<file path="config.mk">
export PLATFORM = sky130hd
export DESIGN_NAME = matrix_word_serializer_flat
export DESIGN_NICKNAME = d
export VERILOG_FILES = /design/src/rtl/matrix_word_serializer_if.sv /design/src/rtl/matrix_word_serializer.sv /design/src/flat_wrapper.sv
export SDC_FILE = /design/constraint.sdc
export NUM_CORES = 1
export LEC_CHECK = 0
export ABC_AREA = 1
export CAP_MARGIN = 40
export CORE_UTILIZATION = 30
export DETAILED_ROUTE_END_ITERATION = 10
export GPL_ROUTABILITY_DRIVEN = 0
export GPL_TIMING_DRIVEN = 0
export PLACE_DENSITY = 0.64
export REMOVE_ABC_BUFFERS = 1
export SKIP_CTS_REPAIR_TIMING = 1
export SLEW_MARGIN = 20
export SYNTH_ARGS = -nofsm -noshare
export SYNTH_HDL_FRONTEND = slang
export SYNTH_SLANG_ARGS = --single-unit
export TNS_END_PERCENT = 100
</file>
<file path="constraint.sdc">
create_clock -name clock -period 2.2 [get_ports clock]
set_input_delay 0.66 -clock clock [delete_from_list [all_inputs] [get_ports clock]]
set_output_delay 0.66 -clock clock [all_outputs]
set_load 0.05 [all_outputs]
</file>
<file path="src/rtl/matrix_word_serializer_if.sv">
`default_nettype none
// ============================================================================
// Module      : matrix_word_serializer_if
// Description : Load and chunk-output handshake bundle for the word serializer.
// Revision    : 1.0
// ============================================================================
interface matrix_word_serializer_if #(
    parameter int IN_WIDTH  = 128,
    parameter int OUT_WIDTH = 8
) ();
    logic                 load_valid;
    logic                 load_ready;
    logic [IN_WIDTH-1:0]  load_data;
    logic                 out_valid;
    logic                 out_ready;
    logic [OUT_WIDTH-1:0] out_data;
    logic                 out_last;
    logic                 busy;

    // slave: the serializer itself; master: the surrounding producer/consumer.
    modport slave (
        input  load_valid, load_data, out_ready,
        output load_ready, out_valid, out_data, out_last, busy
    );

    modport master (
        output load_valid, load_data, out_ready,
        input  load_ready, out_valid, out_data, out_last, busy
    );
endinterface
`default_nettype wire

</file>
<file path="src/rtl/matrix_word_serializer.sv">
`default_nettype none
// ============================================================================
// Module      : matrix_word_serializer
// Description : Accepts one wide word and emits it MSB chunk first as
//               OUT_WIDTH-bit beats over a valid/ready handshake.
// Revision    : 1.0
// ============================================================================
module matrix_word_serializer #(
    parameter int IN_WIDTH  = 128,
    parameter int OUT_WIDTH = 8
) (
    input wire clock,
    input wire rst,
    matrix_word_serializer_if.slave bus
);
    localparam int NUM_CHUNKS = IN_WIDTH / OUT_WIDTH;
    localparam int CNT_W      = $clog2(NUM_CHUNKS) + 1;
    localparam logic [CNT_W-1:0] LAST_CNT = CNT_W'(NUM_CHUNKS - 1);

    localparam logic [0:0] IDLE = 1'b0;
    localparam logic [0:0] SEND = 1'b1;

    logic [0:0]          state_q,  state_d;
    logic [IN_WIDTH-1:0] shreg_q,  shreg_d;
    logic [CNT_W-1:0]    count_q,  count_d;
    logic [IN_WIDTH-1:0] shreg_shifted;
    logic                is_last;

    assign is_last = (state_q == SEND) && (count_q == LAST_CNT);

    // A single-chunk word has nothing below its top chunk to shift up.
    generate
        if (NUM_CHUNKS > 1) begin : g_shift
            assign shreg_shifted = {shreg_q[IN_WIDTH-OUT_WIDTH-1:0], {OUT_WIDTH{1'b0}}};
        end else begin : g_single
            assign shreg_shifted = '0;
        end
    endgenerate

    always_ff @(posedge clock) begin
        if (rst) begin
            state_q <= IDLE;
            shreg_q <= '0;
            count_q <= '0;
        end else begin
            state_q <= state_d;
            shreg_q <= shreg_d;
            count_q <= count_d;
        end
    end

    always_comb begin
        state_d = state_q;
        shreg_d = shreg_q;
        count_d = count_q;
        case (state_q)
            IDLE: begin
                if (bus.load_valid) begin
                    state_d = SEND;
                    shreg_d = bus.load_data;
                    count_d = '0;
                end
            end
            SEND: begin
                if (bus.out_ready) begin
                    if (is_last) begin
                        state_d = IDLE;
                        shreg_d = '0;
                        count_d = '0;
                    end else begin
                        shreg_d = shreg_shifted;
                        count_d = count_q + CNT_W'(1);
                    end
                end
            end
            default: state_d = IDLE;
        endcase
    end

    always_comb begin
        bus.load_ready = (state_q == IDLE);
        bus.out_valid  = (state_q == SEND);
        bus.busy       = (state_q == SEND);
        bus.out_last   = is_last;
        bus.out_data   = shreg_q[IN_WIDTH-1 -: OUT_WIDTH];
    end
endmodule
`default_nettype wire

</file>
<file path="src/flat_wrapper.sv">
// flat-port wrapper written by rule: the top's interface ports become plain ports
module matrix_word_serializer_flat 
#(
    parameter int IN_WIDTH  = 128,
    parameter int OUT_WIDTH = 8
)
  (clock, rst, bus_load_valid, bus_load_data, bus_out_ready, bus_load_ready, bus_out_valid, bus_out_data, bus_out_last, bus_busy);
  matrix_word_serializer_if #(.IN_WIDTH(IN_WIDTH), .OUT_WIDTH(OUT_WIDTH)) bus_i ();
  input wire clock;
  input wire rst;
  input wire logic [$bits(bus_i.load_valid)-1:0] bus_load_valid;
  input wire logic [$bits(bus_i.load_data)-1:0] bus_load_data;
  input wire logic [$bits(bus_i.out_ready)-1:0] bus_out_ready;
  output wire logic [$bits(bus_i.load_ready)-1:0] bus_load_ready;
  output wire logic [$bits(bus_i.out_valid)-1:0] bus_out_valid;
  output wire logic [$bits(bus_i.out_data)-1:0] bus_out_data;
  output wire logic [$bits(bus_i.out_last)-1:0] bus_out_last;
  output wire logic [$bits(bus_i.busy)-1:0] bus_busy;
  assign bus_i.load_valid = bus_load_valid;
  assign bus_i.load_data = bus_load_data;
  assign bus_i.out_ready = bus_out_ready;
  assign bus_load_ready = bus_i.load_ready;
  assign bus_out_valid = bus_i.out_valid;
  assign bus_out_data = bus_i.out_data;
  assign bus_out_last = bus_i.out_last;
  assign bus_busy = bus_i.busy;
  matrix_word_serializer #(.IN_WIDTH(IN_WIDTH), .OUT_WIDTH(OUT_WIDTH)) u_core (.clock(clock), .rst(rst), .bus(bus_i));
endmodule
</file>
-- Yosys cells after proc, flatten, opt, wreduce, memory -nomap -nowiden
Index checks and enable logic that the tools add are counted.
- muxes and demuxes: 12
- reduce and logical (&&, ||, !) cells: 2
- eq/ne operators: 3
- bitwise gates (word level): 1
- add/subtract/negate cells: 1
- operators by type and width (kind ; count):
    128-bit 2-to-1 mux ; 3
    128-bit case mux with 2 select lines ; 1
    5-bit 2-to-1 mux ; 3
    5-bit case mux with 2 select lines ; 1
    5-bit by 1-bit adder with 5-bit output (second input constant) ; 1
    5-bit by 4-bit equality test with 1-bit output (second input constant) ; 1
    2-bit inequality test (second input constant) ; 2
    1-bit 2-to-1 mux ; 3
    1-bit case mux with 2 select lines ; 1
    2-bit AND reduction ; 1
    1-bit logical AND ; 1
    1-bit inverter ; 1
- flip-flop bits (word level): 134
- input bits: 132

-- Longest topological paths before layout
Gate-level depths: netlist of run 1.
- depth after elaboration: 5
- depth in mapped cells: 9
- depth with buffers taken out: 6

-- Worst setup path after synthesis of run 1
Ideal clock, no wire load.
- path kind: reg2out
- start: reg u_core.state_q (netlist: u_core.bus.busy)
- end: out bus_out_last
- buffers on the path: 1
- cell stages (with the launch flop): 4
- path slack: 0.280 ns
- arrival time: 1.260 ns
- path through: dfxtp_1 buf_4 nand2_2 nor2_4
- word-level cells in the longest chain between the ends: 1
- ends and longest elaborated chain (item ; line ; source):
    start: declaration ; matrix_word_serializer.sv:23 ; logic [0:0] state_q, state_d;
    start signal: assignment ; matrix_word_serializer.sv:46 ; state_q <= state_d;
    1-bit logical AND ; matrix_word_serializer.sv:29 ; assign is_last = (state_q == SEND) && (count_q == LAST_CNT);
    end: declaration ; flat_wrapper.sv:17 ; output wire logic [$bits(bus_i.out_last)-1:0] bus_out_last;
No other way between the ends.

-- Worst setup path after layout of run 1
Ends and elaborated chain as after synthesis.

==> qor.yml, run 1 <==
hp-class: "reg -> reg"
drc: 0
ioPinCount: 144
grt_first_pass_wirelength_mm: 28.37
holdPathStages: 2
place_ws_ps: -1001
async_reset_ff_share_pct: 0
via_count: 6036
drt-total-wl_mm: 20.79
slew_headroom_pct: 49.46
track_usage_pct: 15.92
synthFlopType: "dfxtp_1"
clock_latency_ps: 420
regArea_sq_um: 2688
slew_viol_final: 0
synth_area_per_cell_sq_um: 8.425
fin_nets: 987
met3_usage_pct: 5.031
io_buffers: 143
grt-ovfl-total: 0
multiInputGateArea_sq_um: 3272
synth_edf_count: 0
place_area_sq_um: 7792
cap_violations: 0
fin_ws_ps: -69.99
power_uw: 6984
synth-seq-cells: 134
antenna_cells: 0
powerDensity_nw_per_um2: 811.7
use_met1_pct: 21.57
setup_tns_ps: -69.99
placed_cells: 1098
setup_viol: 1
yosysSeqAreaShare_pct: 41.57
worstPathRequired_ps: 1540
violations: "negative setup slack"
clock.fmax_mhz: 440.5
max_slew.worst_pin.slew_ps: 757.4
area_growth_pct: 33.33
yosysTopAreaCellShare_pct: 41.57
cts_root_buf: "clkbuf_16"
final_cells: 1142
rr_worst_depth: 7
start_util_pct: 30.60
fin_area_sq_um: 8605
die_y_um: 148.7
synth_cells: 766
coreArea_sq_um: 21090
grt_use_met2_pct: 24.67
die_w_um: 148.7
cts_buffers: 17
synthesis.area_sq_um: 6454
yosysTopAreaCell: "dfxtp_1"
rows: 53
cts_buffer_depth: 2
worst_ep_arrival_time_ps: 1610
drive_gt1_share_pct: 18.11
cts_tree: "built"
synth_common_cells: "dfxtp_1, o21ai_0, a21oi_1"
ys_warn_count: 0
drt-pass1-iter-count: 4
cts_sinks: 134
timing.final.crit_share_pct: 103.2
synth_cell_types: 24
path_max_fanout: 45
outcome: "finished, violations left"
grt_pass1_vias: 5630
hold_violations: 0
drtIter0Drc: 368
fillCellCount: 2143
clkTransAtPathRegs_ps: 60
grt_max_degree: 124
fin_crit_ps: 2270
rsz0062_at_grt: "yes"
grt_antenna_before_repair: 0
finClkSkew_ps: 9.279
busiest_layer: "met2"
avgRoutedWirePerCell_um: 18.20
dp_hpwl_mm: 9.286
dieArea_sq_um: 22100
power.leakage_uw: 0.003027
peakVddDrop_v: 0.0004923
ant_nets: 0
vias_per_cell: 5.285
setup.worst_path.start_class: "register"
cts_max_level: 4
synthTopCellsByArea: "dfxtp_1, nand3_2, o21ai_0, a21oi_1, o21ai_1"
critPathKind: "reg -> out"
end_kind: "primary output"
==> final cells by class <==
class	count	area share, %
Clock buffer	20	5.075
Clock inverter	12	2.356
Inverter	9	0.6398
Multi-Input combinational cell	540	38.03
Sequential cell	134	31.23
Tap cell	275	3.999
Timing Repair Buffer	152	18.67
==> registers in the layout, indices dropped and copies added, names as in the netlist <==
name	flops
u_core.bus.busy	1
u_core.shreg_q	128
u_core.count_q	5
==> report_power, final <==
| part | internal, uW | total, uW | switching, uW |
|---|---|---|---|
| logic | 471 | 1080 | 604 |
| registers | 2650 | 2780 | 133 |
| clock network | 2020 | 3130 | 1110 |
==> per-layer routing <==
layer / vias up / wire length [um]
li1: 2924 / -
met1: 2933 / 9874
met2: 172 / 9630
met3: 7 / 1208
met4: 0 / 74
met5: - / 0
==> worst max-delay path, cell delays in order (launching register included) <==
cell and delay, ps:
dfxtp_4 410, buf_16 280, nand2_4 80, nor2_4 220, buf_6 200
==> cells by family (layout without fill, tap and decap cells) <==
logic type / Yosys count / count (layout) / synth area share [%]
AO/OA/AOI/OAI: 375 / 375 / 29.16
AND/OR/NAND/NOR: 157 / 164 / 19.39
buffers and inverters: 99 / 193 / 9.694
flip-flops: 134 / 134 / 41.57
adder cells (fa/ha/maj): 1 / 1 / 0.1938
==> stage by stage <==
step	util, %	hold WS (ps)
floorplan	-	435.5
CTS	39.98	473.0
global route	40.80	488.3
finish	40.80	469.3
global placement	36.22	451.3
detailed placement	36.95	464.2
==> final timing paths <==
check	to	start	slack (ps)
worst min register to register	u_core.shreg_q[0]	u_core.shreg_q[0]	470
worst max register to register	u_core.shreg_q[113]	u_core.bus.busy	290
worst min-delay path	u_core.shreg_q[0]	u_core.shreg_q[0]	470
worst max-delay path	bus_out_last	u_core.bus.busy	-70
==> cells in the final DEF (no fill, tap or decap), drive strengths merged <==
cell type,n
a21oi,132
buf,10
dfxtp,134
ha,1
clkinv,6
nand2,36
nand4,1
dlymetal6s2s,10
nand3,123
o21ai,241
inv,8
clkbuf,23
nor4,1
o21a,1
o211ai,1
nor2,3
clkdlybuf4s50,129
bufinv,6
clkinvlp,1
Note: power is estimated with default switching activity, not from simulation.
==> inputs of run 2 (changes only) <==
CAP_MARGIN = default   (was 40)
CORE_UTILIZATION = 47   (was 30)
PLACE_DENSITY = 0.87   (was 0.64)
==> qor.yml, run 2 (synthesis gave the netlist of run 1 again) <==
via_count: 6092
end_kind: "primary output"
critPathKind: "reg -> out"
path_max_fanout: 4
clock.fmax_mhz: 463.4
cap_violations: 0
drive_gt1_share_pct: 18.20
grt_max_degree: 124
ioPinCount: 144
drc: 0
cp_slowest_cell: "dfxtp_1"
die_w_um: 119.2
timing.final.crit_share_pct: 98.08
cts_tree: "built"
mostFrequentLayoutCells: "o21ai_0, a21oi_1, dfxtp_1"
die_y_um: 119.2
avgRoutedWirePerCell_um: 17.79
hp-class: "reg -> reg"
postLayoutCoreUtil_pct: 63.19
drtIter0Drc: 720
max_slew.worst_pin.slew_ps: 734.2
final_common_cell: "o21ai_0"
grt_antenna_before_repair: 0
grt-ovfl-total: 0
drt-pass1-iter-count: 5
setup_viol: 0
power.leakage_uw: 0.003007
track_usage_pct: 22.43
outcome: "completed"
dieArea_sq_um: 14200
regMostFlops: "u_core.shreg_q"
vias_per_cell: 5.835
rows: 42
antenna_cells: 0
slew_viol_final: 0
grt_pass1_vias: 5352
area_growth_pct: 30.19
drt-total-wl_mm: 18.57
peakVddDrop_v: 0.0006128
cts_buffers: 17
setup.worst_path.start_class: "register"
fillCellCount: 1152
power_uw: 6374
path_cells: "ha_2 -> nand3_2 -> nor2_4 -> buf_4"
dp_hpwl_mm: 8.483
io_buffers: 143
cts_buffer_depth: 2
largest_reg_flops: 128
finClkSkew_ps: 7.233
slew_headroom_pct: 51.01
critPathMaxStageDelay_ps: 370
hold_violations: 0
cts_root_buf: "clkbuf_16"
clock_latency_ps: 420
start_util_pct: 48.54
coreArea_sq_um: 13300
clkTransAtPathRegs_ps: 50
grt_first_pass_wirelength_mm: 26.15
worst_ep_arrival_time_ps: 1500
ant_nets: 0
fin_crit_ps: 2158
powerDensity_nw_per_um2: 758.6
cts_sinks: 134
cts_max_level: 4
worstPathRequired_ps: 1540
fin_nets: 991
==> run 2: cell types whose count changed in the layout (fill, tap and decap cells not counted), sizes merged <==
cell	before	now
dlymetal6s2s	10	11
clkinvlp	1	0
clkdlybuf4s50	129	128
buf	10	14
bufinv	6	0
clkbuf	23	27
==> run 2: metal layers <==
layer	track usage, %	wire length, um	vias to the layer above	share of wire (%)
met5	0	0	-	0
met4	6.408	161	0	0.87
met3	6.561	1232	16	6.6
met2	32.67	8577	224	46
met1	31.83	8598	2918	46
li1	-	-	2934	-
==> run 2: critical path, delay by kind of cell, from the launching register on <==
kind | cells | cell delay (ps)
adders and majority gates | 1 | 220
and+or+nand+nor | 2 | 280
DFF | 1 | 370
buffers and inverters | 1 | 210
==> run 2: path summary, 6_finish.rpt <==
check                    startpoint                  to  slack, ps  cells past startpoint
hold / removal    u_core.shreg_q[1]   u_core.shreg_q[1]        470                      2
setup reg to reg  u_core.count_q[0]  u_core.shreg_q[73]        230                      8
hold reg to reg   u_core.shreg_q[1]   u_core.shreg_q[1]        470                      2
setup / recovery  u_core.count_q[1]        bus_out_last         40                      4
==> run 2: cell type report <==
class / instances / area, sq um / area share [%]
Timing Repair Buffer: 156 / 1639 / 19.51
Clock inverter: 5 / 25.02 / 0.2978
Inverter: 9 / 53.80 / 0.6404
Multi-Input combinational cell: 540 / 3284 / 39.09
Tap cell: 176 / 220.2 / 2.621
Sequential cell: 134 / 2688 / 31.99
Clock buffer: 24 / 491.7 / 5.853
==> run 2: report_power, final <==
part	switching, uW	leakage (uW)	internal (uW)
Combinational	597	0.00163	474
Clock	991	0.000261	1530
Sequential	134	0.00111	2650
==> run 2: metrics by stage <==
step | setup TNS (ps) | cell area (sq um) | instances | hold slack [ps] | setup WS (ps)
6_report | 0 | 8402 | 1044 | 465.6 | 42.23
3_3_place_gp | -1174950 | 7513 | 995 | 449.5 | -8929
5_1_grt | -16.76 | 8402 | 1044 | 483.3 | -16.76
4_1_cts | -56530 | 8185 | 1028 | 466.6 | -869.1
3_5_place_dp | -93770 | 7669 | 999 | 458.3 | -888.4
2_1_floorplan | -837780 | 5862 | 676 | 435.5 | -6329
==> inputs of run 3 (changes only) <==
CORE_MARGIN = 2   (was default)
==> qor.yml, run 3 (synthesis gave the netlist of run 1 again) <==
cts_max_level: 4
cts_buffers: 17
critPathMaxStageDelay_ps: 520
power.switching_uw: 1825
drc: 0
worst_ep_arrival_time_ps: 1500
avgRoutedWirePerCell_um: 18.92
setup_tns_ps: 0
worstPathRequired_ps: 1540
clkTransAtPathRegs_ps: 60
cts_buffer_depth: 2
critPathKind: "reg -> out"
path_cells: "buf_4 -> nand2_2 -> nor2_4 -> buf_6"
setup_viol: 0
dieArea_sq_um: 14680
die_w_um: 121.2
max_slew.worst_pin.slew_ps: 695.0
die_y_um: 121.2
grt_max_degree: 124
drt-pass1-iter-count: 5
power.leakage_uw: 0.003037
cp_slowest_cell: "dfxtp_4"
cts_sinks: 134
path_buf_inv: 2
fin_nets: 988
timing.final.crit_share_pct: 98.28
slew_viol_final: 0
finClkSkew_ps: 7.176
cap_violations: 0
pwr-share-comb_pct: 15.6
hp-class: "reg -> reg"
p_int_uw: 5073
slew_headroom_pct: 53.63
rsz0062_at_grt: "no"
hold_violations: 0
drtIter0Drc: 568
antenna_cells: 0
fillCellCount: 1111
cts_root_buf: "clkbuf_16"
final_common_cell: "o21ai_0"
grt_first_pass_wirelength_mm: 26.39
postLayoutCoreUtil_pct: 63.81
fin_crit_ps: 2162
end_kind: "primary output"
track_usage_pct: 22.15
clock_latency_ps: 420
drt-total-wl_mm: 19.75
power.share.clock_pct: 43.9
clock.fmax_mhz: 462.5
cts_tree: "built"
path_max_fanout: 9
peakVddDrop_v: 0.0006033
grt-ovfl-total: 0
ioPinCount: 144
swShare_pct: 26.46
regMostFlops: "u_core.shreg_q"
io_buffers: 143
outcome: "completed"
grt_antenna_before_repair: 1
mostFrequentLayoutCells: "o21ai_0, a21oi_1, dfxtp_1"
grt_pass1_vias: 5484
dp_hpwl_mm: 8.927
area_growth_pct: 31.97
timing.hold.ws_ps: 469.3
ant_nets: 0
vias_per_cell: 6.066
rows: 42
via_count: 6333
setup.worst_path.start_class: "register"
placed_cells: 999
final_cells: 1044
drive_gt1_share_pct: 18.66
power_uw: 6898
coreArea_sq_um: 13350
seqPwrFrac_pct: 40.5
start_util_pct: 48.35
largest_reg_flops: 128
crit_family: "flip-flops"
powerDensity_nw_per_um2: 809.9
run 3: cell types whose count changed in the layout (fill, tap and decap cells not counted), moves of 2 or more:
cell,change
buf_4,-6
buf_6,+2
bufinv_16,+4
clkbuf_1,-3
clkbuf_2,-2
clkbuf_4,+2
clkbuf_8,-2
clkinvlp_4,+3
run 3: layer usage:
layer	global-route usage, %	up-vias	part of all wire [%]
met5	0	-	0.066
met4	7.184	2	1.4
met3	5.545	28	7.4
met2	34.52	309	46
met1	30.12	3057	45
li1	-	2937	-
run 3: layout make-up:
class / instances / area, sq um / area share [%]
multi-input cells: 540 / 3286 / 38.58
repair buffers: 153 / 1637 / 19.22
clock buffers: 19 / 452.9 / 5.318
well taps: 176 / 220.2 / 2.586
flip-flops and latches: 134 / 2689 / 31.57
inverters: 9 / 55.05 / 0.6464
clock inverters: 13 / 177.7 / 2.086
run 3: power by group through the flow:
stage	clock, uW	combinational (uW)	sequential (uW)
detailed placement	0	960	2850
global placement	0	898	2890
floorplan	0	457	2910
global route	3170	1170	2810
CTS	3060	972	2800
finish	3030	1080	2790
run 3: worst paths after layout:
kind                                    startpoint                  end  slack (ps)  cells after the start
worst max-delay path               u_core.bus.busy         bus_out_last          40                      4
worst min-delay path            u_core.shreg_q[30]   u_core.shreg_q[38]         470                      2
worst max register to register     u_core.bus.busy  u_core.shreg_q[102]         160                      8
worst min register to register  u_core.shreg_q[30]   u_core.shreg_q[38]         470                      2
run 3: tightest hold or removal path, delay by kind of cell (launching register included):
family	cells	cell delay, ps
compound gates	1	50
flops	1	310
simple gates	1	60
run 3: per-stage QoR:
| stage | setup WS (ps) | cell area [sq um] |
|---|---|---|
| 5_1_grt | 0.9411 | 8517 |
| 3_3_place_gp | -9031 | 7513 |
| 6_report | 37.90 | 8517 |
| 3_5_place_dp | -900.1 | 7669 |
| 2_1_floorplan | -6329 | 5862 |
| 4_1_cts | -881.9 | 8299 |
